`config.mk`:
```
export PLATFORM = sky130hd
export DESIGN_NAME = traffic_scheduler_flat
export DESIGN_NICKNAME = d
export VERILOG_FILES = /design/src/rtl/traffic_scheduler_pkg.sv /design/src/rtl/traffic_scheduler_if.sv /design/src/rtl/traffic_scheduler_lane_mover.sv /design/src/rtl/traffic_scheduler.sv /design/src/flat_wrapper.sv
export SDC_FILE = /design/constraint.sdc
export NUM_CORES = 1
export LEC_CHECK = 0
export BUFFER_PORTS_ARGS = -buffer_cell sky130_fd_sc_hd__buf_2
export CAP_MARGIN = 20
export CELL_PAD_IN_SITES_DETAIL_PLACEMENT = 1
export CELL_PAD_IN_SITES_GLOBAL_PLACEMENT = 1
export CORE_MARGIN = 2
export CORE_UTILIZATION = 40
export DETAILED_ROUTE_END_ITERATION = 8
export PLACE_DENSITY = 0.78
export SLEW_MARGIN = 20
export SYNTH_ARGS = -nofsm -noshare
export SYNTH_HDL_FRONTEND = slang
export SYNTH_SLANG_ARGS = --single-unit
```
`constraint.sdc`:
```
create_clock -name i_Clk -period 5.1 [get_ports i_Clk]
set_input_delay 0.765 -clock i_Clk [delete_from_list [all_inputs] [get_ports i_Clk]]
set_output_delay 0.765 -clock i_Clk [all_outputs]
set_load 0.1 [all_outputs]
```
`src/rtl/traffic_scheduler_pkg.sv`:
```
// Shared types and lane tables for the road-section traffic scheduler.
// Lane tables are sized for four lanes; NUM_LANES must not exceed TBL_LANES.
package traffic_pkg;

  localparam int POS_W      = 5;
  localparam int LANE_CNT_W = 3;
  localparam int TBL_LANES  = 4;

  typedef enum logic [2:0] {
    ST_IDLE,
    ST_LOAD,
    ST_RUN,
    ST_PAUSE,
    ST_HALT
  } state_t;

  // Lane k occupies element [k]; base periods are in base ticks.
  localparam logic [TBL_LANES-1:0][LANE_CNT_W-1:0] BASE_PERIOD = {3'd5, 3'd3, 3'd6, 3'd4};

  // Higher levels shorten the period, but a lane never moves faster than once per tick.
  function automatic logic [LANE_CNT_W-1:0] lane_period(input logic [LANE_CNT_W-1:0] base,
                                                        input logic [1:0] lvl);
    logic [LANE_CNT_W-1:0] w_Lvl;
    w_Lvl = LANE_CNT_W'(lvl);
    return (base > w_Lvl) ? base - w_Lvl : LANE_CNT_W'(1);
  endfunction

  function automatic logic [POS_W-1:0] init_x(input int k, input int grid_w);
    return POS_W'((5 * k) % grid_w);
  endfunction

endpackage

```
`src/rtl/traffic_scheduler_if.sv`:
```
// Control/observation bundle between game control (master) and the scheduler (slave).
interface traffic_scheduler_if
  import traffic_pkg::*;
#(
  parameter int NUM_LANES = 4
);
  logic                                i_Start;
  logic                                i_Pause;
  logic                                i_Collision;
  logic [1:0]                          i_Level;
  logic [NUM_LANES-1:0][POS_W-1:0]     o_Lane_X;
  logic [NUM_LANES-1:0]                o_Move;
  logic                                o_Base_Tick;
  logic                                o_Running;

  modport master (
    output i_Start, i_Pause, i_Collision, i_Level,
    input  o_Lane_X, o_Move, o_Base_Tick, o_Running
  );

  modport slave (
    input  i_Start, i_Pause, i_Collision, i_Level,
    output o_Lane_X, o_Move, o_Base_Tick, o_Running
  );
endinterface

```
`src/rtl/traffic_scheduler_lane_mover.sv`:
```
// One car lane: period counter, wrapping x position and a one-cycle move strobe.
module lane_mover
  import traffic_pkg::*;
#(
  parameter int GRID_W   = 20,
  parameter bit DIR_DOWN = 1'b0
) (
  input  logic                  i_Clk,
  input  logic                  i_Rst_L,
  input  logic                  i_Load,
  input  logic                  i_Adv,
  input  logic [LANE_CNT_W-1:0] i_Period,
  input  logic [POS_W-1:0]      i_Init_X,
  output logic [POS_W-1:0]      o_X,
  output logic                  o_Move
);

  logic [LANE_CNT_W-1:0] r_Cnt;
  logic [POS_W-1:0]      r_X;
  logic                  r_Move;
  logic [POS_W-1:0]      w_X_Next;

  always_comb begin
    w_X_Next = r_X;
    if (DIR_DOWN)
      w_X_Next = (r_X == '0) ? POS_W'(GRID_W - 1) : r_X - POS_W'(1);
    else
      w_X_Next = (r_X == POS_W'(GRID_W - 1)) ? '0 : r_X + POS_W'(1);
  end

  always_ff @(posedge i_Clk or negedge i_Rst_L) begin
    if (!i_Rst_L) begin
      r_Cnt  <= '0;
      r_X    <= '0;
      r_Move <= 1'b0;
    end else begin
      r_Move <= 1'b0;
      if (i_Load) begin
        r_Cnt <= '0;
        r_X   <= i_Init_X;
      end else if (i_Adv) begin
        // The counter counts completed ticks of the current period, so the
        // move lands on the period-th tick after the last one.
        if (r_Cnt == i_Period - LANE_CNT_W'(1)) begin
          r_Cnt  <= '0;
          r_X    <= w_X_Next;
          r_Move <= 1'b1;
        end else begin
          r_Cnt <= r_Cnt + LANE_CNT_W'(1);
        end
      end
    end
  end

  assign o_X    = r_X;
  assign o_Move = r_Move;

endmodule

```
`src/rtl/traffic_scheduler.sv`:
```
// Traffic sequencer: run-state FSM, shared base-tick prescaler, level latch and lane array.
module traffic_scheduler
  import traffic_pkg::*;
#(
  parameter int NUM_LANES = 4,
  parameter int GRID_W    = 20,
  parameter int TICK_DIV  = 12_500_000
) (
  input  logic                i_Clk,
  input  logic                i_Rst_L,
  traffic_scheduler_if.slave  bus
);

  localparam int PRE_W = (TICK_DIV > 1) ? $clog2(TICK_DIV) : 1;

  logic [1:0]                      r_Rst_Sync;
  logic                            w_Rst_L;
  state_t                          r_State;
  state_t                          w_Next;
  logic [PRE_W-1:0]                r_Pre;
  logic                            r_Base_Tick;
  logic                            r_Running;
  logic [1:0]                      r_Level;
  logic                            w_Load;
  logic                            w_Adv;
  logic [NUM_LANES-1:0][POS_W-1:0] w_Lane_X;
  logic [NUM_LANES-1:0]            w_Move;

  // Reset asserts immediately but releases only after two clean clock edges.
  always_ff @(posedge i_Clk or negedge i_Rst_L) begin
    if (!i_Rst_L) r_Rst_Sync <= '0;
    else          r_Rst_Sync <= {r_Rst_Sync[0], 1'b1};
  end
  assign w_Rst_L = r_Rst_Sync[1];

  always_ff @(posedge i_Clk or negedge w_Rst_L) begin
    if (!w_Rst_L) r_State <= ST_IDLE;
    else          r_State <= w_Next;
  end

  always_comb begin
    w_Next = r_State;
    unique case (r_State)
      ST_IDLE:  if (bus.i_Start) w_Next = ST_LOAD;
      ST_LOAD:  w_Next = ST_RUN;
      ST_RUN: begin
        if      (bus.i_Start)     w_Next = ST_LOAD;
        else if (bus.i_Collision) w_Next = ST_HALT;
        else if (bus.i_Pause)     w_Next = ST_PAUSE;
      end
      ST_PAUSE: begin
        if      (bus.i_Start)  w_Next = ST_LOAD;
        else if (!bus.i_Pause) w_Next = ST_RUN;
      end
      ST_HALT:  if (bus.i_Start) w_Next = ST_LOAD;
      default:  w_Next = ST_IDLE;
    endcase
  end

  assign w_Load = (r_State == ST_LOAD);
  // A tick is honoured only if traffic is still running after this edge.
  assign w_Adv  = r_Base_Tick && (r_State == ST_RUN) && (w_Next == ST_RUN);

  always_ff @(posedge i_Clk or negedge w_Rst_L) begin
    if (!w_Rst_L) begin
      r_Pre       <= '0;
      r_Base_Tick <= 1'b0;
      r_Running   <= 1'b0;
      r_Level     <= '0;
    end else begin
      r_Running   <= (w_Next == ST_RUN);
      r_Base_Tick <= 1'b0;
      if (w_Load) begin
        r_Pre   <= '0;
        r_Level <= bus.i_Level;
      end else if (r_State == ST_RUN) begin
        if (r_Pre == PRE_W'(TICK_DIV - 1)) begin
          r_Pre       <= '0;
          r_Base_Tick <= 1'b1;
        end else begin
          r_Pre <= r_Pre + PRE_W'(1);
        end
      end
    end
  end

  for (genvar k = 0; k < NUM_LANES; k++) begin : g_lane
    logic [LANE_CNT_W-1:0] w_Period;
    assign w_Period = lane_period(BASE_PERIOD[k], r_Level);

    lane_mover #(
      .GRID_W   (GRID_W),
      .DIR_DOWN (k % 2 == 1)
    ) u_lane (
      .i_Clk    (i_Clk),
      .i_Rst_L  (w_Rst_L),
      .i_Load   (w_Load),
      .i_Adv    (w_Adv),
      .i_Period (w_Period),
      .i_Init_X (init_x(k, GRID_W)),
      .o_X      (w_Lane_X[k]),
      .o_Move   (w_Move[k])
    );
  end

  assign bus.o_Lane_X    = w_Lane_X;
  assign bus.o_Move      = w_Move;
  assign bus.o_Base_Tick = r_Base_Tick;
  assign bus.o_Running   = r_Running;

endmodule

```
`src/flat_wrapper.sv`:
```
// flat-port wrapper written by rule: the top's interface ports become plain ports
module traffic_scheduler_flat import traffic_pkg::*;
#(
  parameter int NUM_LANES = 4,
  parameter int GRID_W    = 20,
  parameter int TICK_DIV  = 12_500_000
)
  (i_Clk, i_Rst_L, bus_i_Start, bus_i_Pause, bus_i_Collision, bus_i_Level, bus_o_Lane_X, bus_o_Move, bus_o_Base_Tick, bus_o_Running);
  traffic_scheduler_if #(.NUM_LANES(NUM_LANES)) bus_i ();
  input  logic i_Clk;
  input  logic i_Rst_L;
  input wire logic [$bits(bus_i.i_Start)-1:0] bus_i_Start;
  input wire logic [$bits(bus_i.i_Pause)-1:0] bus_i_Pause;
  input wire logic [$bits(bus_i.i_Collision)-1:0] bus_i_Collision;
  input wire logic [$bits(bus_i.i_Level)-1:0] bus_i_Level;
  output wire logic [$bits(bus_i.o_Lane_X)-1:0] bus_o_Lane_X;
  output wire logic [$bits(bus_i.o_Move)-1:0] bus_o_Move;
  output wire logic [$bits(bus_i.o_Base_Tick)-1:0] bus_o_Base_Tick;
  output wire logic [$bits(bus_i.o_Running)-1:0] bus_o_Running;
  assign bus_i.i_Start = bus_i_Start;
  assign bus_i.i_Pause = bus_i_Pause;
  assign bus_i.i_Collision = bus_i_Collision;
  assign bus_i.i_Level = bus_i_Level;
  assign bus_o_Lane_X = bus_i.o_Lane_X;
  assign bus_o_Move = bus_i.o_Move;
  assign bus_o_Base_Tick = bus_i.o_Base_Tick;
  assign bus_o_Running = bus_i.o_Running;
  traffic_scheduler #(.NUM_LANES(NUM_LANES), .GRID_W(GRID_W), .TICK_DIV(TICK_DIV)) u_core (.i_Clk(i_Clk), .i_Rst_L(i_Rst_L), .bus(bus_i));
endmodule
```
; Word-level counts from Yosys, hierarchy flattened
; Cells that the tools add are included.
[classes]
add_sub_neg = 17
n_lt_le_gt_ge = 3
n_eq_ne = 12
n_mux = 56
reduce_logical = 16
[ops]
columns = operator, n
row1 = $mux W5, 16
row2 = $mux W24, 3
row3 = $mux W3, 21
row4 = $add A24 B1 Y24 const B, 1
row5 = $eq A24 B24 Y1 const B, 1
row6 = $mux W1, 15
row7 = $add A3 B1 Y3 const B, 4
row8 = $eq A3 B3 Y1, 4
row9 = $pmux W3 S4, 1
row10 = $reduce_bool A2 Y1, 6
row11 = $sub A3 B1 Y3 const B, 4
row12 = $add A5 B1 Y5 const B, 2
row13 = $eq A5 B5 Y1 const B, 2
row14 = $logic_not A5 Y1, 2
row15 = $sub A5 B1 Y5 const B, 2
row16 = $eq A3 B2 Y1 const B, 3
row17 = $sub A3 B2 Y3 const A, 3
row18 = $reduce_and A2 Y1, 4
row19 = $gt A3 B2 Y1 const A, 2
row20 = $eq A3 B1 Y1 const B, 1
row21 = $eq A3 B3 Y1 const B, 1
row22 = $logic_not A3 Y1, 1
row23 = $sub A2 B2 Y3 const A, 1
row24 = $gt A2 B2 Y1 const A, 1
row25 = other kinds (2), 3
[totals]
ff_bits = 69
inputBits = 7
elab_cells = 122

; Depth between registers and ports, before layout
[depth]
depth_word = 8
mapped_depth = 8

; Cells and area by module
; Synthesis repeated with hierarchy kept, for this count alone.
[hier_totals]
hier_cells = 443
hier_area_um2 = 4130.2
[modules_own_cells]
columns = mod, instances, cells_each, area_each_um2
row1 = traffic_scheduler, 1, 203, 1818.0
row2 = lane_mover at u_core.g_lane[0].u_lane ..., 2, 60, 585.6
row3 = lane_mover at u_core.g_lane[1].u_lane ..., 2, 60, 570.5

; Least setup slack after synthesis
; Ideal clock, no wire load.
[synth_path]
path_kind = flip-flop to flip-flop
start = register u_core.r_Base_Tick, in the netlist u_core.bus.o_Base_Tick
end = register u_core.g_lane[3].u_lane.r_X[3]
t_arrival_ns = 2.158
path_slack_ns = 2.816
path_stages_with_launch = 8
path_cell_list = dfrtp_1 -> and4bb_1 -> o2111a_1 -> buf_2 -> and2_1 -> buf_2 -> a21boi_1 -> a311o_1
[synth_between]
elab_chain_len = 4
[synth_lines]
columns = item, line
row1 = "start, declared", traffic_scheduler.sv:21  ; logic r_Base_Tick;
row2 = "start signal, assigned", traffic_scheduler.sv:67  ; r_Base_Tick <= 1'b0;
row3 = "start signal, assigned", traffic_scheduler.sv:72  ; r_Base_Tick <= 1'b0;
row4 = "start signal, assigned", traffic_scheduler.sv:79  ; r_Base_Tick <= 1'b1;
row5 = $logic_and A1 B1 Y1 (2 in series), traffic_scheduler.sv:62  ; assign w_Adv = r_Base_Tick && (r_State == ST_RUN) && (w_Next == ST_RUN);
row6 = $reduce_bool A2 Y1 (no source line), -
row7 = $reduce_and A2 Y1 (no source line), -
row8 = "end signal, assigned", traffic_scheduler_lane_mover.sv:40  ; r_X <= i_Init_X;
row9 = "end signal, assigned", traffic_scheduler_lane_mover.sv:46  ; r_X <= w_X_Next;
row10 = "end, declared", traffic_scheduler_lane_mover.sv:19  ; logic [POS_W-1:0] r_X;
; No other way between the ends.
; A chain may end at the register's enable or synchronous reset.

; Worst setup path after layout
[layout_path]
start = register u_core.r_Pre[0]
end = register u_core.r_Pre[15]
[layout_between]
elab_chain_len = 4
elab_cells_between_ends = 5
[layout_lines]
columns = item, line
row1 = "start, declared", traffic_scheduler.sv:20  ; logic [PRE_W-1:0] r_Pre;
row2 = "start signal, assigned", traffic_scheduler.sv:81  ; r_Pre <= r_Pre + PRE_W'(1);
row3 = $add A24 B1 Y24 or $eq A24 B24 Y1 (tied branches), "traffic_scheduler.sv:81, traffic_scheduler.sv:77"
row4 = $mux W24 (*), traffic_scheduler.sv:77  ; if (r_Pre == PRE_W'(TICK_DIV - 1)) begin
row5 = $mux W24 (*), traffic_scheduler.sv:76  ; end else if (r_State == ST_RUN) begin
row6 = $mux W24 (*), traffic_scheduler.sv:73  ; if (w_Load) begin
; Every way passes the cells marked *; elsewhere a longest branch is shown, timed or not. The select of a mux whose other input is x is not followed.

==> out/summary.txt <==
Outcome -> completed
Per-cell routed wire length -> 16.4 um
WS Path Type -> flop to flop
Leakage power -> 0.00183 uW
Distinct cells, synth -> 66
CTS tree -> built
Post-DP HPWL -> 6130 um
GP Congestion -> 0.762
Crit path max-delay family -> compound AO/OA/AOI/OAI gates
Cell chain of the critical path -> ha_1 -> nand4_1 -> nor3_2 -> a21oi_2 -> buf_4 -> o21ai_0 -> a31oi_1
Gates resized, CTS repair -> 0
Syn Area/Cell -> 9.55 um2
Reg2reg end -> u_core.r_Pre[15]$_DFFE_PN0P_
Syn Inst Count -> 393
Max_slew headroom -> 41.8%
Clk root buf -> clkbuf_8
CP Launch Type -> flop
Post-synth top area cell -> dfrtp_1
CP max-delay cell -> a21oi_2
Worst Setup SP -> u_core.r_Pre[0]$_DFFE_PN0P_
DR DRC count -> 0
RSZ-0062 raised after global routing -> no
Post-synthesis sequential area ratio -> 46.0%
Yosys top cell area share -> 46.0%
Die H -> 101 um
Top_reg_cell synth -> dfrtp_1
Clock Skew -> 13.4 ps
Global-route wire length before repair -> 15100 um
Post-CTS Setup Inserts -> 0
DRT iter0 DRCs -> 91
Synthesis warning total -> 0
VDD IR max -> 146 uV
Final period util -> 47.0%
Max stage delay on crit path -> 620 ps
Post-synth net total -> 413
Antenna violations before repair -> 0
Multi-input logic area -> 1840 um2
Cell Area, Synth -> 3750 um2
R2R cell count -> 7
CORE AREA -> 9150 um2
Vias -> 3121
Clock group share of total power -> 30.3%
Hold Fails Final Rpt -> 0
Largest net degree at the start of global routing -> 68
Worst EP required -> 5360 ps
Clock Latency Late Sink -> 340 ps
Synthesized flop and latch total -> 69
Max-cap violations -> 0
Final setup TNS -> 0 ps
DP Worst Slack -> 2510 ps
Clock buffer depth -> 2
Rows -> 35
CTS Hold Bufs -> 0
Share of cells above drive strength 1 -> 17.2%
Antenna-violating nets left -> 0
FMAX -> 417 MHz
Crit path buf inv count -> 1
Starting Density -> 41.0%
CP arrival -> 2660 ps
Async S/R FF share, synth -> 100%
Worst Tran Pin Value -> 873 ps
FF/Latch Area -> 1730 um2
Routed WL -> 8800 um
First-pass detailed-route iteration total -> 4
Cts bufs inserted -> 9
Worst Hold Class -> primary input to asynchronous set/reset pin
# diodes -> 0
Max Transition Viols Final -> 0
Clock Sinks -> 69
Overall Global Routing Usage -> 18.5%
Via density -> 5.82
I/O pins -> 33
RR Startpoint -> u_core.r_Pre[0]$_DFFE_PN0P_
Comb pwr share -> 28.6%
Minimum hold slack -> 199 ps
Crit-path max FO -> 19
PortBufs -> 32
CTS H-tree lvls -> 3
Cell Int Power -> 959 uW
Pwr/cell area -> 375 nW/um2
Die area -> 10200 um2
Number of global-route vias before repair -> 3117
Final-stage net count -> 440
Fillcell total -> 1063
Worst R2R Setup Slack -> 2700 ps
Sw Share -> 38.7%
Psw -> 606 uW
Post-synth EDFFs -> 0
Total gr overflow -> 0
Worst Slack Setup Final -> 2700 ps
Area Overhead vs Synth -> 11.1%
Synth area leaders -> dfrtp_1 (46%), ha_1 (4.3%), a21oi_1 (3.5%)
Seq pwr share -> 41.2%
Final setup viols -> 0
Worst-path clk slew -> 80 ps
Final min period -> 2400 ps
CP endpoint kind -> flop
Die width -> 101 um
## power groups by stage
stage | clock network, uW | registers [uW] | logic [uW]
6_report | 474 | 644 | 447
4_1_cts | 484 | 644 | 449
3_5_place_dp | 0 | 655 | 446
2_1_floorplan | 0 | 667 | 322
5_1_grt | 502 | 652 | 499
3_3_place_gp | 0 | 649 | 436
## layer usage
layer	part of all wire, %	track usage (%)	vias to the layer above
met5	0	0	-
met4	1.6	6.32	0
met3	2.2	2.77	15
met2	47	29.5	47
met1	49	25.6	1562
li1	-	-	1497
## placed cells by master (no fill, tap or decap), types with 4 or more instances in the layout
master,Yosys,routed
a21oi_1,26,26
a22o_1,4,4
a31oi_1,16,16
and3_1,6,6
buf_2,6,32
clkbuf_8,0,11
dfrtp_1,69,68
ha_1,13,13
inv_1,19,19
mux2i_1,6,6
nand2_1,32,32
nand2b_1,5,5
nand3_1,19,19
nand4_1,8,8
nor2_1,27,27
nor3_1,12,12
o211ai_1,5,5
o21ai_0,26,26
o31ai_1,5,5
or4_1,5,5
xnor2_1,5,5
xor2_1,6,6
## worst reg2reg max path: cells and delay by family (launching register included)
family | cells | cell delay [ps]
AO/OA/AOI/OAI | 3 | 940
flip-flops | 1 | 440
buffers and inverters | 1 | 360
AND/OR/NAND/NOR | 2 | 310
adder cells (fa/ha/maj) | 1 | 270
## logic make-up after synthesis
logic type | Yosys count | synth area share, %
compound gates | 104 | 17.7
xor+xnor | 11 | 2.57
fa+ha+maj | 13 | 4.33
buf+inv | 38 | 4.93
flops | 69 | 46.0
mux | 9 | 2.50
other cells | 1 | 0.0999
simple gates | 148 | 21.9
## area by class of cell
cell class                 count  share of cell area [%]
clock inverter                 5                    1.41
inverter                      20                    1.80
timing repair buffer          34                    4.20
tap                          111                    3.33
clock buffer                  11                    3.63
multi-input combinational    286                    44.2
sequential                    69                    41.4
## how the worst max path moves through the flow
stage	endpoint	cells past startpoint	slack, ps
final	u_core.r_Pre[15]$_DFFE_PN0P_	7	2700
after global routing	u_core.r_Pre[15]$_DFFE_PN0P_	7	2510
after CTS	u_core.r_Pre[15]$_DFFE_PN0P_	7	2710
after detailed placement	u_core.g_lane[1].u_lane.o_X[2]$_DFFE_PN0P_	7	2510
after global placement	u_core.g_lane[1].u_lane.o_X[2]$_DFFE_PN0P_	7	2630
after floorplan	u_core.g_lane[3].u_lane.o_X[3]$_DFFE_PN0P_	7	2820
## cells in the mapped netlist (6+ instances only)
cell	number
nand4_1	8
nor3_1	12
nand2_1	32
buf_2	6
nor2_1	27
o21ai_0	26
ha_1	13
inv_1	19
nand3_1	19
a31oi_1	16
xor2_1	6
mux2i_1	6
and3_1	6
dfrtp_1	69
a21oi_1	26
## state kept, by name, indices dropped and copies added (netlist names)
signal	cells
u_core.r_Pre	24
u_core.g_lane.u_lane.o_X	20
u_core.g_lane.u_lane.r_Cnt	12
u_core.g_lane.u_lane.o_Move	4
u_core.r_State	3
u_core.r_Level	2
u_core.r_Rst_Sync	2
u_core.bus.o_Base_Tick	1
u_core.bus.o_Running	1
## through the flow
stage / util [%] / cells / total power (uW) / area (um2)
after CTS: 45.6 / 536 / 1580 / 4170
after floorplan: - / 393 / 989 / 3750
after global placement: 43.3 / 520 / 1090 / 3960
final: 45.6 / 536 / 1570 / 4170
after detailed placement: 43.3 / 520 / 1100 / 3960
after global routing: 45.6 / 536 / 1650 / 4170
No activity file was read; power rests on OpenSTA's default activity.
